$ cat src/rtl/input_skew_pkg.sv
// Shared types for the input skew buffer: FSM state encoding.
package input_skew_pkg;

    typedef enum logic [1:0] {
        IDLE   = 2'd0,
        STREAM = 2'd1,
        DRAIN  = 2'd2
    } skew_state_t;

endpackage

$ cat src/rtl/skew_delay_line.sv
// Valid+data shift register of DEPTH stages with shift-enable and synchronous clear.
// Invalid entries always enter with zero data so the array never sees stale payload.
module skew_delay_line #(
    parameter int DEPTH      = 1,
    parameter int DATA_WIDTH = 8
) (
    input  logic                  i_clk,
    input  logic                  i_clear,
    input  logic                  i_shift,
    input  logic                  i_valid,
    input  logic [DATA_WIDTH-1:0] i_data,
    output logic                  o_valid,
    output logic [DATA_WIDTH-1:0] o_data
);

    logic [DEPTH-1:0]                 valid_q, valid_d;
    logic [DEPTH-1:0][DATA_WIDTH-1:0] data_q, data_d;

    always_comb begin
        valid_d = valid_q;
        data_d  = data_q;
        if (i_shift) begin
            valid_d[0] = i_valid;
            data_d[0]  = i_valid ? i_data : '0;
            for (int s = 1; s < DEPTH; s++) begin
                valid_d[s] = valid_q[s-1];
                data_d[s]  = data_q[s-1];
            end
        end
    end

    always_ff @(posedge i_clk) begin
        if (i_clear) begin
            valid_q <= '0;
            data_q  <= '0;
        end else begin
            valid_q <= valid_d;
            data_q  <= data_d;
        end
    end

    assign o_valid = valid_q[DEPTH-1];
    assign o_data  = data_q[DEPTH-1];

endmodule

$ cat src/rtl/input_skew_buffer.sv
// Pops row-parallel activations from the router and skews them diagonally (row r
// delayed r cycles beyond row 0) into the PE array; drains its delay lines at tile end.
module input_skew_buffer
    import input_skew_pkg::*;
#(
    parameter int ROW_COUNT  = 4,
    parameter int DATA_WIDTH = 8
) (
    input  logic                                 i_clk,
    input  logic                                 i_rst,
    input  logic                                 i_en,
    input  logic                                 i_reg_clear,
    input  logic [ROW_COUNT-1:0][DATA_WIDTH-1:0] i_data,
    input  logic [ROW_COUNT-1:0]                 i_data_valid,
    input  logic                                 i_data_out_ready,
    input  logic                                 i_rerouting,
    output logic                                 o_data_out_en,
    input  logic                                 i_array_stall,
    output logic [ROW_COUNT-1:0][DATA_WIDTH-1:0] o_data,
    output logic [ROW_COUNT-1:0]                 o_data_valid,
    output logic                                 o_busy,
    output logic                                 o_drain_done,
    output skew_state_t                          o_dbg_state
);

    // Handshake: the router presents data with i_data_out_ready; a word is taken in
    // any cycle where o_data_out_en is high, and it is captured at that clock edge.
    localparam int                CNT_W    = $clog2(ROW_COUNT + 1);
    localparam logic [CNT_W-1:0]  CNT_LOAD = CNT_W'(ROW_COUNT);
    localparam logic [CNT_W-1:0]  CNT_ONE  = CNT_W'(1);

    skew_state_t       state_q, state_d;
    logic [CNT_W-1:0]  drain_cnt_q, drain_cnt_d;
    logic              drain_done_q, drain_done_d;
    logic              advance;
    logic              stream_end;
    logic              line_clear;
    logic [ROW_COUNT-1:0] stage0_valid;

    assign advance    = i_en & ~i_array_stall;
    assign stream_end = ~i_data_out_ready | i_rerouting;
    assign line_clear = i_rst | i_reg_clear;

    always_comb begin
        state_d      = state_q;
        drain_cnt_d  = drain_cnt_q;
        drain_done_d = 1'b0;
        case (state_q)
            IDLE: begin
                if (i_en & i_data_out_ready & ~i_rerouting) begin
                    state_d = STREAM;
                end
            end
            STREAM: begin
                // A stalled cycle never exits; the end condition is re-tested on the next advance.
                if (advance & stream_end) begin
                    state_d     = DRAIN;
                    drain_cnt_d = CNT_LOAD;
                end
            end
            DRAIN: begin
                if (advance) begin
                    if (drain_cnt_q <= CNT_ONE) begin
                        drain_cnt_d  = '0;
                        state_d      = IDLE;
                        drain_done_d = 1'b1;
                    end else begin
                        drain_cnt_d = drain_cnt_q - CNT_ONE;
                    end
                end
            end
            default: state_d = IDLE;
        endcase
    end

    always_ff @(posedge i_clk) begin
        if (i_rst || i_reg_clear) begin
            state_q      <= IDLE;
            drain_cnt_q  <= '0;
            drain_done_q <= 1'b0;
        end else begin
            state_q      <= state_d;
            drain_cnt_q  <= drain_cnt_d;
            drain_done_q <= drain_done_d;
        end
    end

    // While draining, bubbles are injected so the tail of the stream flushes out.
    assign stage0_valid = i_data_valid & {ROW_COUNT{state_q != DRAIN}};

    for (genvar r = 0; r < ROW_COUNT; r++) begin : g_row
        skew_delay_line #(
            .DEPTH      (r + 1),
            .DATA_WIDTH (DATA_WIDTH)
        ) u_line (
            .i_clk   (i_clk),
            .i_clear (line_clear),
            .i_shift (advance),
            .i_valid (stage0_valid[r]),
            .i_data  (i_data[r]),
            .o_valid (o_data_valid[r]),
            .o_data  (o_data[r])
        );
    end

    assign o_data_out_en = (state_q == STREAM) & advance & i_data_out_ready & ~i_rerouting;
    assign o_busy        = (state_q != IDLE);
    assign o_drain_done  = drain_done_q;
    assign o_dbg_state   = state_q;

endmodule

$ cat config.mk
export PLATFORM = sky130hd
export DESIGN_NAME = input_skew_buffer
export DESIGN_NICKNAME = d
export VERILOG_FILES = /design/src/rtl/input_skew_pkg.sv /design/src/rtl/skew_delay_line.sv /design/src/rtl/input_skew_buffer.sv
export SDC_FILE = /design/constraint.sdc
export NUM_CORES = 1
export LEC_CHECK = 0
export ABC_AREA = 1
export BUFFER_PORTS_ARGS = -buffer_cell sky130_fd_sc_hd__buf_2
export CAP_MARGIN = 20
export CORE_MARGIN = 2
export CORE_UTILIZATION = 36
export DETAILED_ROUTE_END_ITERATION = 12
export GPL_ROUTABILITY_DRIVEN = 0
export HOLD_SLACK_MARGIN = 0.15
export REMOVE_ABC_BUFFERS = 1
export SLEW_MARGIN = 20
export SYNTH_ARGS = -nofsm -noshare
export SYNTH_HDL_FRONTEND = slang
export SYNTH_SLANG_ARGS = --single-unit
$ cat constraint.sdc
create_clock -name i_clk -period 2.7 [get_ports i_clk]
set_clock_uncertainty 0.05 [all_clocks]
set_input_delay 0.54 -clock i_clk [delete_from_list [all_inputs] [get_ports i_clk]]
set_output_delay 0.54 -clock i_clk [all_outputs]
set_load 0.005 [all_outputs]
==> After elaboration in Yosys (flattened, before gate mapping) <==
Cells that the tools add are included.
{ "word_totals": {"register_bits": 96, "output_inout_bits": 41, "wordCells": 62} }
{ "classes": {"add_sub_neg": 1, "order_cmp": 1, "n_eq_ne": 7, "mux": 14, "bitwise": 15, "n_reduce_logical": 7} }
{ "op_table": {"columns": ["operator", "count"], "rows": [
  ["8-bit two-way mux", 4],
  ["2-bit != test, second input constant", 5],
  ["3-bit two-way mux", 3],
  ["2-bit two-way mux", 4],
  ["1-bit bitwise AND", 7],
  ["2-bit case mux with 3 select lines", 1],
  ["3-bit case mux with 2 select lines", 1],
  ["1-bit NOT", 5],
  ["4-bit bitwise AND", 1],
  ["4-bit AND reduction", 1],
  ["2-bit nonzero test", 2],
  ["3-bit by 1-bit less-or-equal comparator with 1-bit output, second input constant", 1],
  ["3-bit AND reduction", 1],
  ["3-bit OR reduction", 1],
  ["3-bit by 1-bit subtractor with 3-bit output, second input constant", 1],
  ["2-bit by 1-bit == test with 1-bit output, second input constant", 1],
  ["2-bit == test, second input constant", 1],
  ["2-bit zero test", 1],
  ["1-bit OR", 2],
  ["1-bit logical OR", 1],
  ["1-bit two-way mux", 1]
]} }

==> Logic depth before layout (Yosys ltp) <==
Gate-level depths: netlist of the first run.
{ "depth": {"ltp_word": 5, "depth_mapped": 9, "mapped_depth_nobuf": 9} }

==> Cells and area by module <==
A second synthesis of the first run with hierarchy kept.
{ "unflattened": {"hier_cells": 495, "area_unflattened_um2": 4093.9} }
{ "modules_own_cells": {"columns": ["mod", "instances", "cells_each", "area_per_inst_um2"], "rows": [
  ["skew_delay_line at g_row[3].u_line", 1, 165, 1390.1],
  ["skew_delay_line at g_row[2].u_line", 1, 126, 1079.8],
  ["skew_delay_line at g_row[1].u_line", 1, 87, 824.5],
  ["input_skew_buffer", 1, 77, 473.0],
  ["skew_delay_line at g_row[0].u_line", 1, 40, 326.6]
]} }

==> Worst setup path after synthesis of the first run <==
OpenSTA, ideal clock, no wires.
{ "synth_path": {"path_kind": "input to output", "from": "input i_array_stall", "to": "output o_data_out_en", "arrival_ns": 1.181, "t_required_ns": 2.110, "slack_ns": 0.929, "path_stages": 5, "cell_sequence": "inv_1 -> nand2_2 -> buf_4 -> buf_2 -> nor3_1"} }
{ "synth_via": {"elab_chain_len": 5} }
{ "synth_lines": {"columns": ["item", "line_no", "source"], "rows": [
  ["from (decl)", "input_skew_buffer.sv:18", "input logic i_array_stall,"],
  ["1-bit NOT", "input_skew_buffer.sv:40", "assign advance = i_en & ~i_array_stall;"],
  ["1-bit bitwise AND", "input_skew_buffer.sv:40", null],
  ["1-bit bitwise AND (3 in a row)", "input_skew_buffer.sv:106", "assign o_data_out_en = (state_q == STREAM) & advance & i_data_out_ready & ~i_rerouting;"],
  ["to (decl)", "input_skew_buffer.sv:17", "output logic o_data_out_en,"]
]} }
No other way between the ends.

==> Final worst setup path of the first run <==
{ "layout_path": {"from": "register state_q[0] (netlist: o_dbg_state[0])", "to": "output o_data_out_en"} }
{ "layout_via": {"elab_chain_len": 4} }
{ "layout_lines": {"columns": ["item", "line_no", "source"], "rows": [
  ["from (decl)", "input_skew_buffer.sv:32", "skew_state_t state_q, state_d;"],
  ["from (signal assigned)", "input_skew_buffer.sv:82", "state_q <= state_d;"],
  ["2-bit by 1-bit == test with 1-bit output", "input_skew_buffer.sv:106", null],
  ["1-bit bitwise AND (3 in a row)", "input_skew_buffer.sv:106", null]
]} }
No other way between the ends.

==> results of run 1 <==
per-layer routing:
metal  track usage [%]  wire length (µm)  vias up
met2             21.66              3274       69
met3             4.143               465       13
li1                  -                 -     1596
met5                 0                 0        -
met1             16.87              3491     1329
met4             5.075               127        0
cells by family after synthesis:
family,count (synthesis)
AO/OA/AOI/OAI,96
buffers and inverters,70
adder cells (fa/ha/maj),2
AND/OR/NAND/NOR,220
flip-flops,96
placed cells by master, fill, tap and decap left out, drive strengths merged, types with 2 or more instances in the layout:
master / count
a21oi: 39
nand3: 7
clkinvlp: 2
inv: 19
ha: 2
nor2: 127
nand2: 84
o21ai: 56
buf: 89
nor3: 2
dfxtp: 96
clkbuf: 9
sequential cells by signal, indices dropped and copies added, names as in the netlist:
register              count
g_row.u_line.o_data      32
o_dbg_state               2
g_row.u_line.valid_q      9
g_row.u_line.o_valid      1
drain_cnt_q               3
g_row.u_line.data_q      48
o_drain_done              1
area by class of cell:
cell class | instances | area (µm²) | share of cell area, %
sequential | 96 | 1922 | 45.48
multi-input combinational | 318 | 1410 | 33.37
timing repair buffer | 89 | 460.4 | 10.90
tap | 136 | 170.2 | 4.027
clock buffer | 9 | 123.9 | 2.932
clock inverter | 7 | 78.83 | 1.866
inverter | 16 | 60.06 | 1.421
worst min-delay path by stage:
stage / to / cells after the start / slack [ps] / start
after floorplan: g_row[1].u_line.data_q[0] / 2 / 390 / g_row[1].u_line.data_q[0]
after global placement: g_row[2].u_line.data_q[3] / 2 / 400 / g_row[2].u_line.data_q[3]
after detailed placement: g_row[3].u_line.data_q[4] / 2 / 400 / g_row[3].u_line.data_q[4]
after CTS: g_row[3].u_line.data_q[4] / 3 / 360 / i_data[28]
after global routing: g_row[2].u_line.data_q[7] / 3 / 360 / i_data[23]
final: g_row[3].u_line.data_q[4] / 3 / 370 / i_data[28]
tightest hold or removal path, stage by stage:
cell and delay, ps:
sky130_fd_sc_hd__buf_2 90, sky130_fd_sc_hd__nand2_1 50, sky130_fd_sc_hd__a21oi_1 50
stage by stage:
stage | utilization, % | total power [W] | hold WS [ps] | std cells | cell area [µm²]
6_report | 41.49 | 0.002605 | 371.3 | 671 | 4225
5_1_grt | 41.49 | 0.002740 | 360.1 | 671 | 4225
4_1_cts | 41.49 | 0.002651 | 357.7 | 671 | 4225
3_5_place_dp | 39.50 | 0.001693 | 402.5 | 655 | 4023
3_3_place_gp | 39.50 | 0.001689 | 399.8 | 655 | 4023
2_1_floorplan | - | 0.001605 | 392.2 | 430 | 3385
where the power goes:
| part | internal, W | switching [W] |
|---|---|---|
| combinational | 0.0000737 | 0.000120 |
| clock | 0.000439 | 0.000510 |
| sequential | 0.00145 | 0.0000149 |
| total | 0.00196 | 0.000645 |
==> impl_results.html, run 1 <==
<table>
<tr><th>Metric</th><th>Value</th></tr>
<tr><th colspan="2">Run status</th></tr>
<tr><td>Run status</td><td>complete, no violations</td></tr>
<tr><th colspan="2">Synth</th></tr>
<tr><td>Total number of yosys warnings</td><td>0</td></tr>
<tr><td>Main combinational cell family by area after synthesis</td><td>simple AND/OR/NAND/NOR gates</td></tr>
<tr><td>Cells after synthesis</td><td>484</td></tr>
<tr><td>Top FF cell, synth</td><td>sky130_fd_sc_hd__dfxtp_1</td></tr>
<tr><td>Synth Area in XOR/XNOR</td><td>0%</td></tr>
<tr><td>Unique masters post-synth</td><td>20</td></tr>
<tr><td>Cell taking the most area after synthesis</td><td>sky130_fd_sc_hd__dfxtp_1</td></tr>
<tr><td>Multiplexer area fraction after synthesis</td><td>0%</td></tr>
<tr><td>Top cells by instance count after synthesis</td><td>sky130_fd_sc_hd__nor2_1, sky130_fd_sc_hd__dfxtp_1, sky130_fd_sc_hd__nand2_1, sky130_fd_sc_hd__o21ai_0, sky130_fd_sc_hd__a21oi_1</td></tr>
<tr><td>Seq/Total Area, Yosys</td><td>51.68%</td></tr>
<tr><td>Number of flops mapped to enable cells by yosys</td><td>0</td></tr>
<tr><td>Simple logic cell fraction of the synthesized area</td><td>24.06%</td></tr>
<tr><td>Number of register bits inferred by synthesis</td><td>96</td></tr>
<tr><td>Combined area of all synthesized cells</td><td>0.003719 mm²</td></tr>
<tr><td>Post-synthesis share of cell area spent on full adders, half adders and majority gates</td><td>0.6729%</td></tr>
<tr><td>Area share of the largest cell type after synthesis</td><td>51.68%</td></tr>
<tr><td>Top area cells in the synthesized netlist</td><td>sky130_fd_sc_hd__dfxtp_1, sky130_fd_sc_hd__nor2_1, sky130_fd_sc_hd__nand2_1</td></tr>
<tr><td>Most instantiated library cell after synthesis</td><td>sky130_fd_sc_hd__nor2_1</td></tr>
<tr><td>Fraction of synthesis flops using an asynchronous set or reset pin</td><td>0%</td></tr>
<tr><td>Mean instance size in the synthesized netlist</td><td>7.683 µm²</td></tr>
<tr><td>Fraction of the mapped netlist area in compound gates</td><td>12.99%</td></tr>
<tr><th colspan="2">Routing</th></tr>
<tr><td>Count of vias placed by the detailed router</td><td>3,007</td></tr>
<tr><td>Total routed wirelength</td><td>7358 µm</td></tr>
<tr><td>Routed wire per std cell</td><td>10.97 µm</td></tr>
<tr><td>Number of nets still failing antenna checks after routing</td><td>0</td></tr>
<tr><td>Vias per cell</td><td>4.481</td></tr>
<tr><td>Detailed-router iteration count before antenna repair</td><td>4</td></tr>
<tr><td>Drc violations</td><td>0</td></tr>
<tr><td>First DRT Iteration DRCs</td><td>100</td></tr>
<tr><th colspan="2">STA</th></tr>
<tr><td>Final setup margin</td><td>709.4 ps</td></tr>
<tr><td>Maximum frequency from static timing analysis</td><td>502.4 MHz</td></tr>
<tr><td>Pins over their slew limit</td><td>0</td></tr>
<tr><td>Setup violators final</td><td>0</td></tr>
<tr><td>RSZ-0062 raised after global routing</td><td>false</td></tr>
<tr><td>Accumulated negative setup slack</td><td>0 ps</td></tr>
<tr><td>Relative slew slack</td><td>56.19%</td></tr>
<tr><td>Final Critical Period</td><td>1991 ps</td></tr>
<tr><td>Worst Tran Pin Value</td><td>656.5 ps</td></tr>
<tr><td>Final hold violation count</td><td>0</td></tr>
<tr><td>Fraction of the cycle the final worst path needs</td><td>73.73%</td></tr>
<tr><th colspan="2">CTS</th></tr>
<tr><td>Number of setup buffers added after CTS</td><td>0</td></tr>
<tr><td>Clock transition at the registers of the reported paths</td><td>100 ps</td></tr>
<tr><td>TritonCTS buffer count</td><td>9</td></tr>
<tr><td>CTS hold repair buffers</td><td>0</td></tr>
<tr><td>TritonCTS clock tree</td><td>built</td></tr>
<tr><td>Number of clock sinks</td><td>96</td></tr>
<tr><td>Skew-Pair Late Insertion Delay</td><td>350 ps</td></tr>
<tr><td>Number of buffers on the longest clock path</td><td>2</td></tr>
<tr><td>Master cell of the clock root buffer</td><td>sky130_fd_sc_hd__clkbuf_8</td></tr>
<tr><td>Total of cells resized after clock tree synthesis</td><td>0</td></tr>
<tr><td>Number of H-tree levels</td><td>3</td></tr>
<tr><th colspan="2">Cells and area</th></tr>
<tr><td>Net count, final</td><td>575</td></tr>
<tr><td>Filler cell count in the final layout</td><td>1,085</td></tr>
<tr><td>Antenna Diode Count</td><td>0</td></tr>
<tr><td>Area added between synthesis and finish</td><td>13.63%</td></tr>
<tr><td>Proportion of layout cells with a drive suffix above 1</td><td>21.87%</td></tr>
<tr><th colspan="2">Worst setup path</th></tr>
<tr><td>Startpoint of the worst-slack reg-to-reg timing path</td><td>drain_cnt_q[1]</td></tr>
<tr><td>Worst r2r path cells</td><td>8</td></tr>
<tr><td>Cell family with most CP delay</td><td>flip-flops</td></tr>
<tr><td>Timing startpoint of the critical path</td><td>o_dbg_state[0]</td></tr>
<tr><td>CP Data Arrival Time</td><td>1400 ps</td></tr>
<tr><td>Critical Path Sink</td><td>o_data_out_en</td></tr>
<tr><td>Nature of the critical path startpoint</td><td>register</td></tr>
<tr><td>Crit path top cell by count</td><td>sky130_fd_sc_hd__inv_1</td></tr>
<tr><td>CP required</td><td>2110 ps</td></tr>
<tr><td>Instance count on the critical path</td><td>5</td></tr>
<tr><td>Worst path max stage delay</td><td>480 ps</td></tr>
<tr><td>Type of the worst setup path</td><td>reg2out</td></tr>
<tr><td>Reg2Reg Setup Slack</td><td>1390 ps</td></tr>
<tr><td>Critical path, cell by cell</td><td>inv_1, nor2_2, inv_1, nor3_1, buf_2</td></tr>
<tr><td>Critical register-to-register path endpoint</td><td>drain_cnt_q[1]</td></tr>
<tr><td>Bufs and invs on worst path</td><td>3</td></tr>
<tr><td>Worst Path Max Fanout</td><td>4</td></tr>
<tr><td>Max stage delay cell, worst path</td><td>sky130_fd_sc_hd__dfxtp_1</td></tr>
<tr><td>CP endpoint kind</td><td>output port</td></tr>
<tr><th colspan="2">Die</th></tr>
<tr><td>Placeable Area</td><td>0.01018 mm²</td></tr>
<tr><td>Number of primary I/O pins</td><td>84</td></tr>
<tr><td>Horiz. Die Dim</td><td>105.6 µm</td></tr>
<tr><td>Chip height</td><td>105.6 µm</td></tr>
<tr><td>Initial cell density of the core</td><td>36.51%</td></tr>
<tr><td>Die Outline Area</td><td>0.01116 mm²</td></tr>
<tr><td>Std cell rows</td><td>37</td></tr>
<tr><th colspan="2">Power and ir drop</th></tr>
<tr><td>Max rail drop VDD</td><td>326.3 µV</td></tr>
<tr><td>Leakage dissipation</td><td>1.745 nW</td></tr>
<tr><td>Pwr per Cell Area</td><td>616.6 mW/mm²</td></tr>
<tr><th colspan="2">Global route</th></tr>
<tr><td>Global-route wire length before repair</td><td>12,230 µm</td></tr>
<tr><td>Largest net degree at the start of global routing</td><td>56</td></tr>
<tr><td>Number of antenna violations at the first check in global routing</td><td>0</td></tr>
<tr><td>Number of global-route vias before repair</td><td>2,740</td></tr>
<tr><td>Total global routing overflow</td><td>0</td></tr>
<tr><td>Overall routing resource usage</td><td>13.44%</td></tr>
<tr><th colspan="2">Placed design</th></tr>
<tr><td>Worst setup slack after placement</td><td>785.1 ps</td></tr>
<tr><td>I/O Buffers</td><td>83</td></tr>
<tr><td>Estimated wirelength of the detail-placed design</td><td>4972 µm</td></tr>
<tr><th colspan="2">Min path</th></tr>
<tr><td>Class of the most critical hold timing path</td><td>in2reg</td></tr>
<tr><th colspan="2">Flow run</th></tr>
<tr><td>Maxcap violations</td><td>0</td></tr>
</table>
(Power assumes the default switching activity.)
==> run 2: changes to the inputs <==
clock period = 1.7 ns   (was 2.7 ns; I/O delays follow)
==> impl_results.html, run 2 (synthesized netlist as in run 1, its figures left out) <==
<table>
<tr><th>Metric</th><th>Value</th></tr>
<tr><th colspan="2">Worst setup path</th></tr>
<tr><td>Startpoint of the worst-slack reg-to-reg timing path</td><td>o_dbg_state[1]</td></tr>
<tr><td>Nature of the critical path startpoint</td><td>register</td></tr>
<tr><td>Reg2Reg Setup Slack</td><td>350 ps (-1040 ps)</td></tr>
<tr><td>CP Data Arrival Time</td><td>1200 ps (-200 ps)</td></tr>
<tr><td>Worst Path Max Fanout</td><td>4 (unchanged)</td></tr>
<tr><td>Critical register-to-register path endpoint</td><td>drain_cnt_q[1]</td></tr>
<tr><td>CP endpoint kind</td><td>output port</td></tr>
<tr><td>Worst r2r path cells</td><td>7 (-1)</td></tr>
<tr><td>Type of the worst setup path</td><td>reg2out</td></tr>
<tr><td>CP required</td><td>1310 ps (-800 ps)</td></tr>
<tr><th colspan="2">Die</th></tr>
<tr><td>Initial cell density of the core</td><td>36.51% (unchanged)</td></tr>
<tr><td>Std cell rows</td><td>37 (unchanged)</td></tr>
<tr><td>Placeable Area</td><td>0.01018 mm² (unchanged)</td></tr>
<tr><td>Horiz. Die Dim</td><td>105.6 µm (unchanged)</td></tr>
<tr><td>Die Outline Area</td><td>0.01116 mm² (unchanged)</td></tr>
<tr><td>Number of primary I/O pins</td><td>84 (unchanged)</td></tr>
<tr><td>Chip height</td><td>105.6 µm (unchanged)</td></tr>
<tr><th colspan="2">STA</th></tr>
<tr><td>Maximum frequency from static timing analysis</td><td>629.2 MHz</td></tr>
<tr><td>Relative slew slack</td><td>67.02% (+11 points)</td></tr>
<tr><td>Final Critical Period</td><td>1589 ps</td></tr>
<tr><td>Worst Tran Pin Value</td><td>494.1 ps (-162.4 ps)</td></tr>
<tr><td>Final hold violation count</td><td>0 (unchanged)</td></tr>
<tr><td>Pins over their slew limit</td><td>0 (unchanged)</td></tr>
<tr><td>Setup violators final</td><td>0 (unchanged)</td></tr>
<tr><td>RSZ-0062 raised after global routing</td><td>false</td></tr>
<tr><td>Fraction of the cycle the final worst path needs</td><td>93.48%</td></tr>
<tr><th colspan="2">Cells and area</th></tr>
<tr><td>Antenna Diode Count</td><td>0 (unchanged)</td></tr>
<tr><td>Top reg by flops</td><td>g_row.u_line.data_q</td></tr>
<tr><td>Final non-filler cell area</td><td>0.004263 mm² (+0.89%)</td></tr>
<tr><td>Commonest non-fill, non-tap cell in the layout</td><td>sky130_fd_sc_hd__nor2_1</td></tr>
<tr><td>Filler cell count in the final layout</td><td>1,139 (+5.0%)</td></tr>
<tr><td>Area added between synthesis and finish</td><td>14.64%</td></tr>
<tr><td>Proportion of layout cells with a drive suffix above 1</td><td>22.30% (+0.44 points)</td></tr>
<tr><td>Net count, final</td><td>579 (+0.70%)</td></tr>
<tr><td>Number of flip-flops under the largest register name</td><td>48 (unchanged)</td></tr>
<tr><td>Highest-count cells in the layout ignoring fill and taps</td><td>sky130_fd_sc_hd__nor2_1, sky130_fd_sc_hd__dfxtp_1, sky130_fd_sc_hd__buf_2</td></tr>
<tr><td>End-of-flow core utilization</td><td>41.86% (+0.37 points)</td></tr>
<tr><th colspan="2">Global route</th></tr>
<tr><td>Global-route wire length before repair</td><td>12,330 µm (+0.85%)</td></tr>
<tr><td>Total global routing overflow</td><td>0 (unchanged)</td></tr>
<tr><td>Overall routing resource usage</td><td>13.77% (+0.33 points)</td></tr>
<tr><td>Number of global-route vias before repair</td><td>2,744 (+0.15%)</td></tr>
<tr><td>Largest net degree at the start of global routing</td><td>55 (-1.8%)</td></tr>
<tr><td>Number of antenna violations at the first check in global routing</td><td>0 (unchanged)</td></tr>
<tr><th colspan="2">Power and ir drop</th></tr>
<tr><td>Final Power</td><td>0.004097 W (+57%)</td></tr>
<tr><td>Max rail drop VDD</td><td>473.6 µV (+45%)</td></tr>
<tr><td>Leakage dissipation</td><td>1.767 nW (+1.2%)</td></tr>
<tr><td>Pwr per Cell Area</td><td>961.2 mW/mm² (+56%)</td></tr>
<tr><th colspan="2">CTS</th></tr>
<tr><td>Number of H-tree levels</td><td>3 (unchanged)</td></tr>
<tr><td>Number of clock sinks</td><td>96 (unchanged)</td></tr>
<tr><td>Skew-Pair Late Insertion Delay</td><td>350 ps (about the same)</td></tr>
<tr><td>TritonCTS buffer count</td><td>9 (unchanged)</td></tr>
<tr><td>TritonCTS clock tree</td><td>built</td></tr>
<tr><td>Clock transition at the registers of the reported paths</td><td>90 ps (about the same)</td></tr>
<tr><td>Number of buffers on the longest clock path</td><td>2 (unchanged)</td></tr>
<tr><td>CTS hold repair buffers</td><td>0 (unchanged)</td></tr>
<tr><td>Master cell of the clock root buffer</td><td>sky130_fd_sc_hd__clkbuf_8</td></tr>
<tr><th colspan="2">Routing</th></tr>
<tr><td>First DRT Iteration DRCs</td><td>117 (+17%)</td></tr>
<tr><td>Routed wire per std cell</td><td>11.08 µm (+1.1%)</td></tr>
<tr><td>Count of vias placed by the detailed router</td><td>3,024 (+0.57%)</td></tr>
<tr><td>Total routed wirelength</td><td>7471 µm (+1.5%)</td></tr>
<tr><td>Detailed-router iteration count before antenna repair</td><td>4 (unchanged)</td></tr>
<tr><td>Number of nets still failing antenna checks after routing</td><td>0 (unchanged)</td></tr>
<tr><td>Drc violations</td><td>0 (unchanged)</td></tr>
<tr><td>Vias per cell</td><td>4.487 (+0.12%)</td></tr>
<tr><th colspan="2">Flow run</th></tr>
<tr><td>Maxcap violations</td><td>0 (unchanged)</td></tr>
<tr><th colspan="2">Min path</th></tr>
<tr><td>Class of the most critical hold timing path</td><td>in2reg</td></tr>
<tr><td>Worst hold endpoint</td><td>g_row[3].u_line.data_q[4]</td></tr>
<tr><td>Hold Crit Depth</td><td>3 (unchanged)</td></tr>
<tr><td>Hold Crit Start</td><td>i_data[28]</td></tr>
<tr><th colspan="2">Placed design</th></tr>
<tr><td>Estimated wirelength of the detail-placed design</td><td>4979 µm (+0.13%)</td></tr>
<tr><td>I/O Buffers</td><td>83 (unchanged)</td></tr>
<tr><td>Placed inst area</td><td>0.004065 mm² (+1.1%)</td></tr>
<tr><th colspan="2">Run status</th></tr>
<tr><td>Run status</td><td>complete, no violations</td></tr>
</table>
## run 2: per-stage QoR
stage | setup TNS [ps] | worst slack, ps | std cells | hold WS, ps
floorplan | -68340 | -1194 | 430 | 392.2
detailed placement | 0 | 203.2 | 659 | 403.7
global route | 0 | 12.14 | 674 | 157.0
finish | 0 | 110.8 | 674 | 171.6
CTS | 0 | 22.33 | 674 | 153.9
global placement | 0 | 255.8 | 659 | 399.8
## run 2: worst max-delay path by stage
| stage | from | end |
|---|---|---|
| detailed placement | i_array_stall | g_row[0].u_line.o_data[7] |
| finish | o_dbg_state[1] | o_data_out_en |
| floorplan | i_reg_clear | o_drain_done |
| global placement | i_array_stall | g_row[3].u_line.o_data[7] |
| global route | o_dbg_state[0] | o_data_out_en |
| CTS | o_dbg_state[1] | o_data_out_en |
## run 2: report_power, final
part	internal [W]	switching, W	total (W)
Clock	0.000712	0.000745	0.00146
Sequential	0.00230	0.0000227	0.00232
Combinational	0.000125	0.000195	0.000320
Total	0.00313	0.000962	0.00410
## run 2: critical path: stages, from the launching register on
cell	delay (ps)
sky130_fd_sc_hd__dfxtp_1	370
sky130_fd_sc_hd__nor2_4	140
sky130_fd_sc_hd__inv_2	60
sky130_fd_sc_hd__nor3_2	150
sky130_fd_sc_hd__buf_2	130
## run 2: what timing repair did
item | 4_1_cts | 5_1_grt
buffers inserted | 0 | 0
endpoints found under the setup margin | 0 | 1
resized for setup | 0 | 3
## run 2: cell type report
| type | instances | area [µm²] | share of cell area (%) |
|---|---|---|---|
| clock inverter | 3 | 42.54 | 0.9979 |
| tap | 136 | 170.2 | 3.992 |
| inverter | 16 | 60.06 | 1.409 |
| sequential | 96 | 1922 | 45.08 |
| multi-input combinational | 318 | 1420 | 33.31 |
| timing repair buffer | 93 | 503.0 | 11.80 |
| clock buffer | 12 | 145.1 | 3.405 |
## run 2: layer usage
metal | track usage (%) | wire length (µm) | up-vias
li1 | - | - | 1597
met3 | 4.762 | 474 | 6
met4 | 5.545 | 93 | 0
met1 | 16.38 | 3608 | 1353
met5 | 0 | 0 | -
met2 | 22.72 | 3295 | 68
